===== src/rtl/paraleloserie_idle_tx_pkg.sv =====
// Constants and types shared by the lane transmitter and its serieparalelo_IDLE receiver.
// The IDLE/COM symbol and the training length must match on both ends of the lane.
package paraleloserie_idle_tx_pkg;

   localparam int         WIDTH    = 8;
   localparam logic [7:0] IDLE_SYM = 8'hBC;
   localparam int         N_IDLE   = 4;

   typedef enum logic {
      ST_TRAIN,
      ST_SYNCED
   } tx_state_t;

   // Width of a counter that must hold values 0..n-1, never narrower than one bit.
   function automatic int cnt_bits(input int n);
      return (n > 1) ? $clog2(n) : 1;
   endfunction

endpackage


===== src/rtl/paraleloserie_idle_tx_piso_shifter.sv =====
// Bit counter and MSB-first shift register; raises load_edge on the cycle that takes a new symbol.
// A low reset drops whatever partial symbol is in flight and re-arms the next edge as a load.
module piso_shifter #(
   parameter int WIDTH = paraleloserie_idle_tx_pkg::WIDTH
) (
   input  logic             clk32f,
   input  logic             reset,
   input  logic [WIDTH-1:0] load_data,
   output logic             load_edge,
   output logic             out
);
   import paraleloserie_idle_tx_pkg::*;

   localparam int            CW   = cnt_bits(WIDTH);
   localparam logic [CW-1:0] LAST = CW'(WIDTH - 1);

   logic [CW-1:0]    bit_cnt;
   logic [WIDTH-2:0] sh;

   assign load_edge = (bit_cnt == LAST);

   // The MSB goes straight to out on the load edge, so sh only has to hold the remaining bits.
   always_ff @(posedge clk32f) begin
      if (!reset) begin
         out     <= 1'b0;
         bit_cnt <= LAST;
         sh      <= '0;
      end else if (load_edge) begin
         out     <= load_data[WIDTH-1];
         sh      <= load_data[WIDTH-2:0];
         bit_cnt <= '0;
      end else begin
         out     <= sh[WIDTH-2];
         sh      <= sh << 1;
         bit_cnt <= bit_cnt + CW'(1);
      end
   end

endmodule


===== src/rtl/paraleloserie_idle_tx.sv =====
// Lane transmitter: sends N_IDLE training IDLE symbols after reset, then upstream bytes or IDLE fill.
// The training counter and the data/IDLE select live here; serialisation is in piso_shifter.
module paraleloserie_idle_tx #(
   parameter int               WIDTH    = paraleloserie_idle_tx_pkg::WIDTH,
   parameter logic [WIDTH-1:0] IDLE_SYM = paraleloserie_idle_tx_pkg::IDLE_SYM,
   parameter int               N_IDLE   = paraleloserie_idle_tx_pkg::N_IDLE
) (
   input  logic             clk32f,
   input  logic             reset,
   input  logic [WIDTH-1:0] in,
   input  logic             in_valid,
   output logic             tx_load,
   output logic             out,
   output logic             synced
);
   import paraleloserie_idle_tx_pkg::*;

   localparam int ICW = cnt_bits(N_IDLE + 1);

   tx_state_t        state;
   tx_state_t        state_next;
   logic [ICW-1:0]   idle_cnt;
   logic [ICW-1:0]   idle_cnt_next;
   logic             load_edge;
   logic [WIDTH-1:0] load_data;

   // Upstream data is only taken once the far end has seen the full training run.
   assign load_data = (synced && in_valid) ? in : IDLE_SYM;
   assign tx_load   = load_edge && synced && reset;
   assign synced    = (state == ST_SYNCED);

   piso_shifter #(
      .WIDTH(WIDTH)
   ) u_shifter (
      .clk32f   (clk32f),
      .reset    (reset),
      .load_data(load_data),
      .load_edge(load_edge),
      .out      (out)
   );

   always_ff @(posedge clk32f) begin
      if (!reset) begin
         state    <= ST_TRAIN;
         idle_cnt <= '0;
      end else begin
         state    <= state_next;
         idle_cnt <= idle_cnt_next;
      end
   end

   // Sync is declared on the same edge that loads the last training IDLE.
   always_comb begin
      state_next    = state;
      idle_cnt_next = idle_cnt;
      if (state == ST_TRAIN && load_edge) begin
         idle_cnt_next = idle_cnt + ICW'(1);
         if (idle_cnt_next == ICW'(N_IDLE)) begin
            state_next = ST_SYNCED;
         end
      end
   end

endmodule


===== config.mk =====
export PLATFORM = sky130hd
export DESIGN_NAME = paraleloserie_idle_tx
export DESIGN_NICKNAME = d
export VERILOG_FILES = /design/src/rtl/paraleloserie_idle_tx_pkg.sv /design/src/rtl/paraleloserie_idle_tx_piso_shifter.sv /design/src/rtl/paraleloserie_idle_tx.sv
export SDC_FILE = /design/constraint.sdc
export NUM_CORES = 1
export LEC_CHECK = 0
export ABC_AREA = 1
export BUFFER_PORTS_ARGS = -buffer_cell sky130_fd_sc_hd__clkbuf_2
export CAP_MARGIN = 20
export CORE_AREA = 2 2 39 41
export CTS_CLUSTER_SIZE = 10
export DETAILED_ROUTE_END_ITERATION = 12
export DIE_AREA = 0 0 41 43
export PLACE_DENSITY_LB_ADDON = 0.08
export SLEW_MARGIN = 20
export SYNTH_ARGS = -nofsm -noshare
export SYNTH_HDL_FRONTEND = slang
export SYNTH_SLANG_ARGS = --single-unit

===== constraint.sdc =====
create_clock -name clk32f -period 1.5 [get_ports clk32f]
set_clock_uncertainty 0.1 [all_clocks]
set_input_delay 0.15 -clock clk32f [delete_from_list [all_inputs] [get_ports clk32f]]
set_output_delay 0.15 -clock clk32f [all_outputs]
set_load 0.05 [all_outputs]

==> metrics.md <==
| Metric | Value |
|---|---|
| Status | `complete, no violations` |
| Layout Cells excl Fill | `111` |
| Most common cell on crit path | `ha_4` |
| Total power density per cell area | `1360 nW/µm²` |
| Nets | `111` |
| Worst hold path type | `primary input to register` |
| Largest family of logic cells by synthesized area | `simple AND/OR/NAND/NOR gates` |
| Fill count | `129` |
| Period utilisation layout | `98.7%` |
| Layout area overhead | `29.6%` |
| CP cell instances | `ha_4, ha_4, nand2_4, nor2_4, buf_8` |
| Routed wire length per instance | `10.7 µm` |
| Most frequent cell after synthesis | `nor2_1` |
| Starting Density | `44.7%` |
| Layout cell share with drive strength beyond 1 | `34.7%` |
| Post-layout instance area | `801 µm²` |
| Placed instance area | `711 µm²` |
| Multiplexer share of the synthesized area | `0%` |
| WS Path Type | `register to output port` |
| Synthesized area | `618 µm²` |
| Largest area contributor in the netlist | `dfxtp_1` |
| Post-synthesis adder-cell area fraction | `8.10%` |
| Synth unique cells | `14` |
| Synth top area cells | `dfxtp_1, nor2_1, ha_1` |
| CTS tree | `done` |
| Worst Hold Margin | `0.0296 ns` |
| Pin count of the biggest net entering global routing | `12` |
| Worst path arrival time | `1.23 ns` |
| Die height | `43 µm` |
| Vias per inst | `4.59` |
| Storage cell area | `304 µm²` |
| Fmax | `676 MHz` |
| Pre-CTS setup slack | `0.0782 ns` |
| Clock-pin slew on the worst setup and hold paths | `0.10 ns` |
| Max Buffers Root-to-Sink | `2` |
| Antenna violations before repair | `0` |
| CP max stage cell | `dfxtp_2` |
| Routed vias | `509` |
| HPWL after detailed placement | `827 µm` |
| Post-Route WL | `1.19 mm` |
| # setup viols final | `0` |
| Number of port buffers | `13` |
| Chip width | `41 µm` |
| Crit Path Max Fanout | `2` |
| ANT cells | `0` |
| Simple-gate share of the synthesized area | `24.9%` |
| Iteration-0 DRC count of the detailed router | `9` |
| TritonCTS sink count | `15` |
| CP max stage delay | `0.36 ns` |
| Setup ws final | `0.0198 ns` |
| CTS buffer count | `3` |
| Number of flops mapped to enable cells by yosys | `0` |
| Clk_lat worst skew | `0.29 ns` |
| Final-report hold violation count | `0` |
| Leak | `0.381 nW` |
| Post-synthesis compound-gate area fraction | `10.9%` |
| Post-Synthesis Cells | `77` |
| Share of the synthesized area in the top cell type | `48.6%` |
| Vias in the first global route | `496` |
| Post-Syn Nets | `92` |
| Headroom to the max-slew limit | `81.4%` |
| DR pass1 iterations | `3` |
| Max IR drop VDD | `604 µV` |
| FF+latch count, synth | `15` |
| Remaining antenna violation count after routing | `0` |
| Tot GR Track Use | `17.5%` |
| Mean Syn Cell Area | `8.03 µm²` |
| Rows | `14` |
| Max-cap violations | `0` |
| Most common library cells after synthesis | `nor2_1, dfxtp_1, nand2_1` |
| H-tree Lvls | `1` |
| Slew Viols, Final | `0` |
| Die area | `1760 µm²` |
| Residual DRC | `0` |
| RSZ-0062 raised after global routing | `yes` |
| Root Driver | `clkbuf_4` |
| Asr flop ratio synth | `0%` |
| Grt total ovfl | `0` |
| Placer congestion estimate | `0.629` |
| Register area share after synthesis | `48.6%` |
| Area of the core | `1380 µm²` |
| Area of the multi-input gates | `314 µm²` |
| Synth Flop Type | `dfxtp_1` |
| Placed Cells | `106` |
| Synth Area in XOR/XNOR | `0%` |
| Ys Warns | `0` |
| Worst slew pin tran | `0.280 ns` |
| Startpoint Class | `register` |
| Crit path required time | `1.25 ns` |
| Io pins | `14` |
| Clock period minus worst slack | `1.48 ns` |
| Critical path capture point type | `output port` |
| Global-route wire length before repair | `2.04 mm` |
==> worst max-delay path: cells and delay by family (launching register included) <==
kind          cells  cell delay, ns
fa+ha+maj         2            0.28
buf+inv           1            0.15
simple gates      2            0.14
flops             1            0.36
==> worst paths after layout <==
| check | startpoint | end | slack [ns] | depth (start not counted) |
|---|---|---|---|---|
| hold / removal | in[5] | u_shifter.sh[5] | 0.03 | 3 |
| setup reg to reg | u_shifter.bit_cnt[0] | idle_cnt[0] | 0.13 | 7 |
| setup / recovery | u_shifter.bit_cnt[0] | tx_load | 0.02 | 5 |
| hold reg to reg | u_shifter.sh[3] | u_shifter.sh[4] | 0.39 | 2 |
==> cell usage in the layout, fill, tap and decap left out <==
master	instances
ha_1	2
buf_4	2
or2_2	2
inv_1	7
inv_6	1
a21oi_1	6
clkbuf_4	3
dfxtp_1	12
nor2_4	2
dfxtp_2	3
clkinv_2	1
nor2_1	15
o21ai_0	4
nand3_1	5
nand2_1	10
ha_4	2
nor2_2	1
o21ai_2	2
buf_8	1
nand2_4	1
clkbuf_2	12
dlygate4sd3_1	1
==> metrics by stage <==
stage	power, mW	util [%]	TNS, ns
CTS	1.10	57.8	0
floorplan	0.742	-	0
detailed placement	0.815	51.4	0
global placement	0.809	51.4	0
finish	1.09	57.9	0
global route	1.17	57.9	-0.0272
==> cell type report <==
| type | instances | share of cell area (%) |
|---|---|---|
| sequential | 15 | 38.0 |
| inverter | 8 | 4.38 |
| timing repair buffer | 16 | 12.5 |
| multi-input combinational | 52 | 39.2 |
| clock buffer | 3 | 2.81 |
| tap | 16 | 2.50 |
| clock inverter | 1 | 0.625 |
==> per-layer routing <==
| metal | wire length [µm] | part of all wire, % | up-vias | global-route usage [%] |
|---|---|---|---|---|
| li1 | - | - | 279 | - |
| met1 | 610 | 51 | 215 | 25.6 |
| met2 | 501 | 42 | 11 | 22.2 |
| met3 | 50 | 4.2 | 4 | 3.14 |
| met4 | 28 | 2.4 | 0 | 12.0 |
| met5 | 0 | 0 | - | 0 |
==> power by group <==
group | leakage (nW) | internal, mW | switching, mW | total, mW
logic | 0.239 | 0.148 | 0.191 | 0.339
clock network | 0.0177 | 0.0991 | 0.135 | 0.234
registers | 0.124 | 0.476 | 0.0419 | 0.518
==> cells by family after synthesis <==
| group | Yosys count |
|---|---|
| and+or+nand+nor | 36 |
| DFF | 15 |
| AOI/OAI and AO/OA | 12 |
| buffers and inverters | 10 |
| adders and majority gates | 4 |
==> state kept, by name, summed over array words and instances (netlist names) <==
name and flops:
synced 1, u_shifter.bit_cnt 3, idle_cnt 3, u_shifter.sh 7, u_shifter.out 1
==> timing repair <==
action,in CTS,in global routing
endpoints found under the setup margin,1,10
hold buffers,1,0
gates resized for setup,10,4
hold endpoints to repair,1,0
pin swaps,2,0
setup buffers,1,0
(Power assumes the default switching activity.)
